==> src/rtl/chord_sequencer_pkg.sv <==
// Shared types and constants for the music-mode chord sequencer.
// Holds frequency id encodings, state and step enums, and chord interval tables.
package audio_pkg;

  typedef logic [4:0] freq_id_t;
  typedef logic [5:0] interval_t;
  typedef interval_t [3:0] chord_t;

  localparam freq_id_t REST_ID = 5'd31;

  typedef enum logic [1:0] {
    IDLE = 2'd0,
    NOTE = 2'd1,
    SIL  = 2'd2
  } state_t;

  typedef enum logic [1:0] {
    STEP_I     = 2'd0,
    STEP_IV    = 2'd1,
    STEP_V     = 2'd2,
    STEP_I_END = 2'd3
  } step_t;

  // Element [0] is the root voice.
  localparam chord_t MAJ_I  = {6'd12, 6'd7,  6'd4,  6'd0};
  localparam chord_t MIN_I  = {6'd12, 6'd7,  6'd3,  6'd0};
  localparam chord_t MAJ_IV = {6'd17, 6'd12, 6'd9,  6'd5};
  localparam chord_t MIN_IV = {6'd17, 6'd12, 6'd8,  6'd5};
  localparam chord_t DOM_V  = {6'd19, 6'd14, 6'd11, 6'd7};

  // Drop an octave when the sum would reach the rest id or beyond.
  function automatic freq_id_t fold_voice(freq_id_t base, interval_t offset);
    interval_t sum;
    sum = {1'b0, base} + offset;
    if (sum > 6'd30) begin
      sum = sum - 6'd12;
    end
    return sum[4:0];
  endfunction

endpackage

==> src/rtl/chord_sequencer_if.sv <==
// Control and voice bus between the game logic and the chord sequencer.
interface chord_sequencer_if;

  logic               tick;
  logic               music;
  audio_pkg::freq_id_t freq_id1;
  audio_pkg::freq_id_t freq_id2;
  logic               new_f;
  audio_pkg::freq_id_t voice0;
  audio_pkg::freq_id_t voice1;
  audio_pkg::freq_id_t voice2;
  audio_pkg::freq_id_t voice3;
  logic               new_f_notes;
  logic               note;
  logic               sil;
  logic [1:0]         step;

  modport master (
    output tick, music, freq_id1, freq_id2, new_f,
    input  voice0, voice1, voice2, voice3, new_f_notes, note, sil, step
  );

  modport slave (
    input  tick, music, freq_id1, freq_id2, new_f,
    output voice0, voice1, voice2, voice3, new_f_notes, note, sil, step
  );

endinterface

==> src/rtl/chord_sequencer_voicer.sv <==
// Combinational chord builder: base note, progression step and flavour in,
// four folded voice ids out.
module chord_voicer
  import audio_pkg::*;
(
  input  freq_id_t       base,
  input  step_t          step,
  input  logic           minor,
  output freq_id_t [3:0] voices
);

  chord_t offsets;

  // The dominant stays major regardless of the flavour.
  always_comb begin
    offsets = DOM_V;
    case (step)
      STEP_I, STEP_I_END: offsets = minor ? MIN_I : MAJ_I;
      STEP_IV:            offsets = minor ? MIN_IV : MAJ_IV;
      default:            offsets = DOM_V;
    endcase
  end

  generate
    for (genvar gi = 0; gi < 4; gi++) begin : g_voice
      assign voices[gi] = fold_voice(base, offsets[gi]);
    end
  endgenerate

endmodule

==> src/rtl/chord_sequencer.sv <==
// I-IV-V-I chord sequencer with silences between chords, paced by an
// external tick; drives four voice ids and a change strobe.
module chord_sequencer
  import audio_pkg::*;
#(
  parameter int NOTE_LENGTH = 20,
  parameter int SIL_LENGTH  = 17
) (
  input  logic               clock,
  input  logic               reset,
  chord_sequencer_if.slave   bus
);

  localparam int CW = (NOTE_LENGTH > SIL_LENGTH) ? NOTE_LENGTH : SIL_LENGTH;
  localparam logic [CW-1:0] NOTE_LAST = CW'((64'd1 << NOTE_LENGTH) - 64'd1);
  localparam logic [CW-1:0] SIL_LAST  = CW'((64'd1 << SIL_LENGTH) - 64'd1);

  state_t         state_reg, state_next;
  logic [CW-1:0]  count_reg, count_next;
  logic [1:0]     step_reg, step_next;
  freq_id_t       base_reg, base_next;
  logic           minor_reg, minor_next;
  freq_id_t [3:0] voice_reg, voice_next;
  logic           strobe_reg, strobe_next;
  logic           note_reg, note_next;
  logic           sil_reg, sil_next;

  freq_id_t       lower;
  freq_id_t       base_cand;
  logic [4:0]     id_diff;
  logic           minor_cand;
  freq_id_t [3:0] chord;

  // Base and flavour candidates from the current game ids.
  always_comb begin
    lower = bus.freq_id1;
    if (bus.freq_id2 != REST_ID && bus.freq_id2 < bus.freq_id1) begin
      lower = bus.freq_id2;
    end
    base_cand  = (lower < 5'd13) ? lower : lower - 5'd12;
    id_diff    = (bus.freq_id1 > bus.freq_id2) ? bus.freq_id1 - bus.freq_id2
                                               : bus.freq_id2 - bus.freq_id1;
    minor_cand = (bus.freq_id2 != REST_ID) && (id_diff == 5'd3 || id_diff == 5'd15);
  end

  // Next-state logic; a new_f in the same cycle swallows the tick.
  always_comb begin
    state_next = state_reg;
    count_next = count_reg;
    step_next  = step_reg;
    base_next  = base_reg;
    minor_next = minor_reg;
    if (!bus.music) begin
      state_next = IDLE;
      count_next = '0;
    end else if (bus.new_f && bus.freq_id1 == REST_ID) begin
      state_next = IDLE;
      count_next = '0;
    end else if (bus.new_f) begin
      state_next = NOTE;
      count_next = '0;
      step_next  = 2'd0;
      base_next  = base_cand;
      minor_next = minor_cand;
    end else if (bus.tick) begin
      case (state_reg)
        NOTE: begin
          if (count_reg == NOTE_LAST) begin
            state_next = SIL;
            count_next = '0;
          end else begin
            count_next = count_reg + CW'(1);
          end
        end
        SIL: begin
          if (count_reg == SIL_LAST) begin
            state_next = NOTE;
            count_next = '0;
            step_next  = step_reg + 2'd1;
          end else begin
            count_next = count_reg + CW'(1);
          end
        end
        default: ;
      endcase
    end
  end

  chord_voicer u_voicer (
    .base   (base_next),
    .step   (step_t'(step_next)),
    .minor  (minor_next),
    .voices (chord)
  );

  // Output values for the coming cycle; the strobe flags any voice change.
  always_comb begin
    voice_next  = {4{REST_ID}};
    if (state_next == NOTE) begin
      voice_next = chord;
    end
    strobe_next = (voice_next != voice_reg);
    note_next   = (state_next == NOTE);
    sil_next    = (state_next == SIL);
  end

  always_ff @(posedge clock or posedge reset) begin
    if (reset) begin
      state_reg  <= IDLE;
      count_reg  <= '0;
      step_reg   <= 2'd0;
      base_reg   <= '0;
      minor_reg  <= 1'b0;
      voice_reg  <= {4{REST_ID}};
      strobe_reg <= 1'b0;
      note_reg   <= 1'b0;
      sil_reg    <= 1'b0;
    end else begin
      state_reg  <= state_next;
      count_reg  <= count_next;
      step_reg   <= step_next;
      base_reg   <= base_next;
      minor_reg  <= minor_next;
      voice_reg  <= voice_next;
      strobe_reg <= strobe_next;
      note_reg   <= note_next;
      sil_reg    <= sil_next;
    end
  end

  assign bus.voice0      = voice_reg[0];
  assign bus.voice1      = voice_reg[1];
  assign bus.voice2      = voice_reg[2];
  assign bus.voice3      = voice_reg[3];
  assign bus.new_f_notes = strobe_reg;
  assign bus.note        = note_reg;
  assign bus.sil         = sil_reg;
  assign bus.step        = step_reg;

endmodule
==> src/flat_wrapper.sv <==
// flat-port wrapper written by rule: the top's interface ports become plain ports
module chord_sequencer_flat import audio_pkg::*;
#(
  parameter int NOTE_LENGTH = 20,
  parameter int SIL_LENGTH  = 17
)
  (clock, reset, bus_tick, bus_music, bus_freq_id1, bus_freq_id2, bus_new_f, bus_voice0, bus_voice1, bus_voice2, bus_voice3, bus_new_f_notes, bus_note, bus_sil, bus_step);
  chord_sequencer_if bus_i ();
  input  logic clock;
  input  logic reset;
  input wire logic [$bits(bus_i.tick)-1:0] bus_tick;
  input wire logic [$bits(bus_i.music)-1:0] bus_music;
  input wire logic [$bits(bus_i.freq_id1)-1:0] bus_freq_id1;
  input wire logic [$bits(bus_i.freq_id2)-1:0] bus_freq_id2;
  input wire logic [$bits(bus_i.new_f)-1:0] bus_new_f;
  output wire logic [$bits(bus_i.voice0)-1:0] bus_voice0;
  output wire logic [$bits(bus_i.voice1)-1:0] bus_voice1;
  output wire logic [$bits(bus_i.voice2)-1:0] bus_voice2;
  output wire logic [$bits(bus_i.voice3)-1:0] bus_voice3;
  output wire logic [$bits(bus_i.new_f_notes)-1:0] bus_new_f_notes;
  output wire logic [$bits(bus_i.note)-1:0] bus_note;
  output wire logic [$bits(bus_i.sil)-1:0] bus_sil;
  output wire logic [$bits(bus_i.step)-1:0] bus_step;
  assign bus_i.tick = bus_tick;
  assign bus_i.music = bus_music;
  assign bus_i.freq_id1 = bus_freq_id1;
  assign bus_i.freq_id2 = bus_freq_id2;
  assign bus_i.new_f = bus_new_f;
  assign bus_voice0 = bus_i.voice0;
  assign bus_voice1 = bus_i.voice1;
  assign bus_voice2 = bus_i.voice2;
  assign bus_voice3 = bus_i.voice3;
  assign bus_new_f_notes = bus_i.new_f_notes;
  assign bus_note = bus_i.note;
  assign bus_sil = bus_i.sil;
  assign bus_step = bus_i.step;
  chord_sequencer #(.NOTE_LENGTH(NOTE_LENGTH), .SIL_LENGTH(SIL_LENGTH)) u_core (.clock(clock), .reset(reset), .bus(bus_i));
endmodule
==> config.mk <==
export PLATFORM = sky130hd
export DESIGN_NAME = chord_sequencer_flat
export DESIGN_NICKNAME = d
export VERILOG_FILES = /design/src/rtl/chord_sequencer_pkg.sv /design/src/rtl/chord_sequencer_if.sv /design/src/rtl/chord_sequencer_voicer.sv /design/src/rtl/chord_sequencer.sv /design/src/flat_wrapper.sv
export SDC_FILE = /design/constraint.sdc
export NUM_CORES = 1
export LEC_CHECK = 0
export ABC_AREA = 1
export ABC_CLOCK_PERIOD_IN_PS = 4100
export BUFFER_PORTS_ARGS = -buffer_cell sky130_fd_sc_hd__buf_2
export CAP_MARGIN = 20
export CORE_MARGIN = 2
export CORE_UTILIZATION = 45
export CTS_BUF_LIST = sky130_fd_sc_hd__clkbuf_16
export CTS_CLUSTER_DIAMETER = 80
export DETAILED_ROUTE_END_ITERATION = 10
export PLACE_DENSITY = 0.66
export SKIP_LAST_GASP = 1
export SLEW_MARGIN = 20
export SYNTH_ARGS = -nofsm -noshare
export SYNTH_HDL_FRONTEND = slang
export SYNTH_SLANG_ARGS = --single-unit
==> constraint.sdc <==
create_clock -name clock -period 4.1 [get_ports clock]
set_clock_uncertainty 0.15 [all_clocks]
set_input_delay 0.41 -clock clock [delete_from_list [all_inputs] [get_ports clock]]
set_output_delay 0.41 -clock clock [all_outputs]
set_load 0.05 [all_outputs]
==> results of run 1 <==
[worst reg2reg max path: cells and delay by family (launching register included)]
kind / cells / cell delay, ps
buffers and inverters: 29 / 3600
DFF: 1 / 360
adders and majority gates: 1 / 200
and+or+nand+nor: 2 / 150
xor gates and xnor gates: 1 / 130
AOI/OAI and AO/OA: 1 / 90
[per-stage QoR]
step,power [mW],cells
2_1_floorplan,1.33,572
3_3_place_gp,1.70,845
3_5_place_dp,1.72,845
4_1_cts,2.26,904
5_1_grt,2.53,911
6_report,2.37,911
[synth_stat cells (3+ instances only)]
library cell / number
ha_1: 32
a31oi_1: 5
dfrtp_1: 33
dfstp_2: 18
xor2_1: 19
xnor2_1: 4
o22ai_1: 9
nand4_1: 12
inv_2: 4
nand3_1: 51
inv_1: 105
fa_1: 5
o21bai_1: 4
nand3_2: 3
nor3_1: 12
nand2_1: 131
nand2_2: 6
nand2_4: 5
o21ai_0: 17
a21oi_1: 19
nor2_1: 50
[power by group through the flow]
stage / combinational, mW / sequential [mW] / clock [mW]
floorplan: 0.539 / 0.786 / 0
global placement: 1.06 / 0.635 / 0
detailed placement: 1.09 / 0.637 / 0
CTS: 1.18 / 0.628 / 0.455
global route: 1.42 / 0.635 / 0.479
finish: 1.30 / 0.628 / 0.449
[cells by family (layout without fill, tap and decap cells)]
logic type / Yosys count / count (layout) / synth area share [%]
XOR/XNOR: 23 / 23 / 4.87
AO/OA/AOI/OAI: 66 / 66 / 9.49
buffers and inverters: 116 / 344 / 10.9
AND/OR/NAND/NOR: 279 / 279 / 31.2
flip-flops: 51 / 51 / 31.4
adder cells (fa/ha/maj): 37 / 37 / 12.1
[metal layers]
layer / GRT usage [%] / wire (um) / part of all wire [%] / vias up
met5: 0 / 0 / 0 / -
met4: 10.9 / 462 / 3.6 / 0
met3: 4.39 / 451 / 3.5 / 44
met2: 47.9 / 6900 / 53 / 118
met1: 29.5 / 5200 / 40 / 2182
li1: - / - / - / 2281
[what timing repair did]
| item | CTS | global route |
|---|---|---|
| buffers inserted | 52 | 7 |
| setup endpoints to repair | 4 | 26 |
| pin swaps | 19 | 28 |
| hold buffers | 1 | 0 |
| hold endpoints to repair | 4 | 0 |
| gates resized for setup | 18 | 39 |
[area by class of cell]
cell class / count / area (um2) / area share [%]
multi-input cells: 405 / 2660 / 42.3
flip-flops and latches: 51 / 1300 / 20.6
clock buffers: 5 / 125 / 1.99
inverters: 109 / 419 / 6.65
clock inverters: 3 / 28.8 / 0.457
repair buffers: 227 / 1630 / 25.8
well taps: 111 / 139 / 2.20
[path summary, 6_finish.rpt]
kind                                                 start                               to  slack (ps)
setup / recovery           u_core.count_reg[1]$_DFFE_PP0P_  u_core.count_reg[4]$_DFFE_PP0P_        -700
hold / removal                  u_core.minor_reg$_DFF_PP0_       u_core.minor_reg$_DFF_PP0_         430
setup reg to reg           u_core.count_reg[1]$_DFFE_PP0P_  u_core.count_reg[4]$_DFFE_PP0P_        -700
hold reg to reg                 u_core.minor_reg$_DFF_PP0_       u_core.minor_reg$_DFF_PP0_         430
max in group asynchronous                            reset   u_core.bus.voice0[1]$_DFF_PP1_        2470
min in group asynchronous                            reset     u_core.base_reg[4]$_DFF_PP0_         510
==> impl_metrics.yaml, run 1 <==
status:
  status: "finished, violations left"
  violations: "setup timing"
die:
  die_x_um: 99.9
  initial_core_util_pct: 45.7
  row_count: 35
  io_pins: 40
  die_area_mm2: 0.00998
  die_h_um: 99.9
  core_area_mm2: 0.00906
synthesis:
  synth_edf_count: 0
  ys_ff_latch: 51
  synth_area_mm2: 0.00414
  yosysTopAreaCellShare_pct: 19.9
  yosys-top-cells-area: "dfrtp_1, nand2_1, dfstp_2"
  synthDistinctLibCells: 39
  async_flop_share_pct: 100
  synth_area_leader_cell: "dfrtp_1"
  yosysWarnings: 0
  syn_nets: 624
  synth.avg_cell_area_um2: 7.24
  dominantRegCellSynth: "dfrtp_1"
  ys_seq_area_share_pct: 31.4
  synthCells: 572
layout:
  antenna_cells: 0
  finalNetCount: 851
  largest_reg_flops: 20
  layout_common_cells: "buf_4, nand2_1, inv_1, nor2_1, nand3_1"
  final_common_cell: "buf_4"
  fin_util_pct: 69.5
  final_area_mm2: 0.00630
  drive_above_1_share_pct: 41.8
  fillers: 702
  area_growth_pct: 52.2
worst_setup_path:
  critPathKind: "reg2reg"
  crit_path_max_incr_delay_ps: 360
  end_kind: "flip-flop"
  crit_slowest_cell: "dfrtp_1"
  cp.depth: 34
  cp_top_family: "buffers and inverters"
  crit_buf_inv: 29
  crit_path_frequent_cell: "buf_4"
  worstPathRequired_ps: 4120
  cp-start-kind: "flip-flop"
  cp_max_fo: 2
  ff2ff_path_depth: 34
  cp.arrival_ps: 4820
timing:
  period_share_pct: 117
  whs_ps: 433
  rsz0062_at_grt: "true"
  period_needed_ps: 4800
  tns_ps: -1660
  setup_viol: 4
  fin_ws_ps: -699
  hold_viol_final: 0
  slew_violations: 0
  worst_pin_slew_ps: 579
  fmax_mhz: 208
  slew_headroom_pct: 61.1
global_routing:
  grt_overflow_total: 0
  grt_pass1_vias: 4677
  grt_pass1_wl_um: 20900
  grt_use_total_pct: 25.9
  grt_start_max_net_pins: 34
  antenna_found_initial: 0
power_and_ir_drop:
  p_sw_share_pct: 42.1
  peakVddDrop_uv: 317
  clkPwrFrac_pct: 18.9
  p_int_mw: 1.37
  p_comb_share_pct: 54.6
  power.density_mw_per_mm2: 377
  power_frac_seq_pct: 26.4
  power_leakage_nw: 3.36
  power_switching_mw: 0.999
clock_tree:
  worstSkewPairLatency_ps: 300
  cts_root_buffer: "clkbuf_16"
  clock_tree.buffer_depth: 2
  h-tree-depth: 2
  cts.sinks: 51
  cts-buffers-inserted: 5
  cts_tree: "yes"
  path_clk_slew_ps: 80
placement:
  port_buffers: 39
  pre_cts_slack_ps: -792
  gp_congestion: 0.911
  hpwl_um: 8720
  dpl_cell_area_mm2: 0.00548
drt:
  postRouteAntennaNets: 0
  drtIter0Drc: 230
  vias: 4625
  drc_errors: 0
  post_drt_wl_per_cell_um: 14.3
  detail_route.wirelength_um: 13000
  vias_per_cell: 5.08
  drtPass1Iterations: 6
hold_path:
  holdPathStages: 2
  hp-class: "reg2reg"
run:
  drv_cap: 0
Power figures use the tool's default switching activity.
==> run 2, diff against run 1 <==
Settings changed: ABC_CLOCK_PERIOD_IN_PS 4100 to 6000, PLACE_DENSITY 0.66 to default.
Clock period 4.1 ns to 6 ns, I/O delays scaled along.
==> run 2 against run 1 <==
  * The flow now finishes without violations
  * Highest routed layer unchanged
  * Utilization is 19 points lower
  * Clock power is 39% lower
  * Routed wire length is 28% lower
  * Die area stayed put
  * Power is 46% lower
  * Via count is 20% lower
  * Global-route usage is 6.0 points lower
  * Register-to-register slack better by 1600 ps
  * Flip-flop and latch count stayed put
  * Count of clock-buffer cells in the layout stayed put
  * Non-clock buffer count is 185 lower
  * Critical endpoint is now u_core.bus.new_f_notes$_DFF_PP0_
==> impl_metrics.yaml, run 2 (synthesis results as in run 1) <==
status:
  status: "finished clean"
worst_setup_path:
  crit_path_max_incr_delay_ps: 420
  r2r-start: "u_core.count_reg[0]$_DFFE_PP0P_"
  cp.arrival_ps: 5310
  crit_buf_inv: 4
  crit_path_frequent_cell: "nand2_1"
  cp_top_family: "simple AND/OR/NAND/NOR gates"
  r2r_end: "u_core.bus.new_f_notes$_DFF_PP0_"
  ff2ff_path_depth: 35
  r2r_setup_slack_ps: 880
  cp-start-kind: "primary input"
  cp-endpoint: "u_core.bus.new_f_notes$_DFF_PP0_"
  worstPathRequired_ps: 6020
  cp.depth: 36
  cp_max_fo: 7
  end_kind: "flip-flop"
  critPathKind: "in2reg"
  crit_slowest_cell: "ha_1"
  crit_start: "bus_freq_id2[2]"
global_routing:
  grt_use_total_pct: 19.9
  antenna_found_initial: 0
  grt_start_max_net_pins: 52
  grt_overflow_total: 0
  grt_pass1_vias: 3537
  grt_pass1_wl_um: 16200
layout:
  area_growth_pct: 10.9
  fin_util_pct: 50.6
  multiInputGateArea_mm2: 0.00239
  layout_common_cells: "nand2_1, inv_1, nand3_1, nor2_1, buf_2"
  final_common_cell: "nand2_1"
  seq_area_mm2: 0.00130
  largest_reg_flops: 20
  drive_above_1_share_pct: 15.3
  antenna_cells: 0
  fillers: 872
  finalNetCount: 666
die:
  initial_core_util_pct: 45.7
  die_x_um: 99.9
  row_count: 35
  die_area_mm2: 0.00998
  core_area_mm2: 0.00906
  io_pins: 40
  die_h_um: 99.9
clock_tree:
  cts-buffers-inserted: 5
  h-tree-depth: 2
  clock_tree.buffer_depth: 2
  cts_tree: "yes"
  cts_hold_buf: 0
  postCtsSetupBuffers: 0
  worstSkewPairLatency_ps: 290
  cts_root_buffer: "clkbuf_16"
  path_clk_slew_ps: 60
  cts.sinks: 51
  cts_resized: 0
timing:
  slew_violations: 0
  rsz0062_at_grt: "false"
  period_share_pct: 88.2
  period_needed_ps: 5290
  worst_pin_slew_ps: 662
  setup_viol: 0
  slew_headroom_pct: 55.8
  tns_ps: 0
  hold_viol_final: 0
  fmax_mhz: 189
  whs_ps: 344
drt:
  drtIter0Drc: 137
  postRouteAntennaNets: 0
  top_layer_used: "met4"
  vias_per_cell: 5.07
  detail_route.wirelength_um: 9350
  vias: 3678
  wl_met2_um: 4690
  wirelength_met1_um: 4330
  drtPass1Iterations: 5
  wl_met3_um: 236
  post_drt_wl_per_cell_um: 12.9
  drc_errors: 0
run:
  drv_cap: 0
placement:
  port_buffers: 39
  hpwl_um: 7330
  gp_congestion: 0.920
power_and_ir_drop:
  power.density_mw_per_mm2: 282
  p_total_mw: 1.29
  power_leakage_nw: 2.46
  peakVddDrop_uv: 175
hold_path:
  hp-class: "in2async"
==> run 2: cell count changes in the layout (fill, tap and decap cells not counted), sizes merged <==
| cell | previous run | this run |
|---|---|---|
| buf | 226 | 42 |
| dlygate4sd3 | 1 | 0 |
==> run 2: power by group <==
group / total, mW / switching (mW) / internal (mW)
combinational: 0.591 / 0.409 / 0.182
clock: 0.274 / 0.123 / 0.151
sequential: 0.428 / 0.0244 / 0.404
total: 1.29 / 0.556 / 0.737
==> run 2: through the flow <==
stage | setup slack [ps] | instance area [um2] | instances
4_1_cts | 718 | 4590 | 726
2_1_floorplan | 1370 | 4140 | 572
6_report | 710 | 4590 | 726
3_3_place_gp | 469 | 4450 | 718
5_1_grt | 66.3 | 4590 | 726
3_5_place_dp | 428 | 4450 | 718
==> run 2: how the worst min path moves through the flow <==
stage                                      from                          endpoint  slack [ps]
2_1_floorplan  u_core.count_reg[15]$_DFFE_PP0P_  u_core.count_reg[15]$_DFFE_PP0P_         320
3_3_place_gp   u_core.count_reg[15]$_DFFE_PP0P_  u_core.count_reg[15]$_DFFE_PP0P_         340
3_5_place_dp   u_core.count_reg[15]$_DFFE_PP0P_  u_core.count_reg[15]$_DFFE_PP0P_         350
4_1_cts                                   reset         u_core.bus.note$_DFF_PP0_         360
5_1_grt                                   reset   u_core.count_reg[3]$_DFFE_PP0P_         400
6_report                                  reset   u_core.count_reg[3]$_DFFE_PP0P_         340
==> run 2: final cells by class <==
class,count,area share (%)
timing repair buffer,42,4.74
clock inverter,3,0.273
multi-input combinational,405,52.0
clock buffer,5,2.73
tap,111,3.03
sequential,51,28.3
inverter,109,8.91
==> run 2: tightest hold or removal path, cell delays in order <==
cell and delay (ps):
buf_2 100, inv_2 30, buf_4 530
==> run 2: routing by layer <==
metal | global-route usage (%) | up-vias
met4 | 5.58 | 0
met2 | 35.1 | 54
met1 | 25.3 | 1707
met5 | 0 | -
met3 | 3.13 | 8
li1 | - | 1909
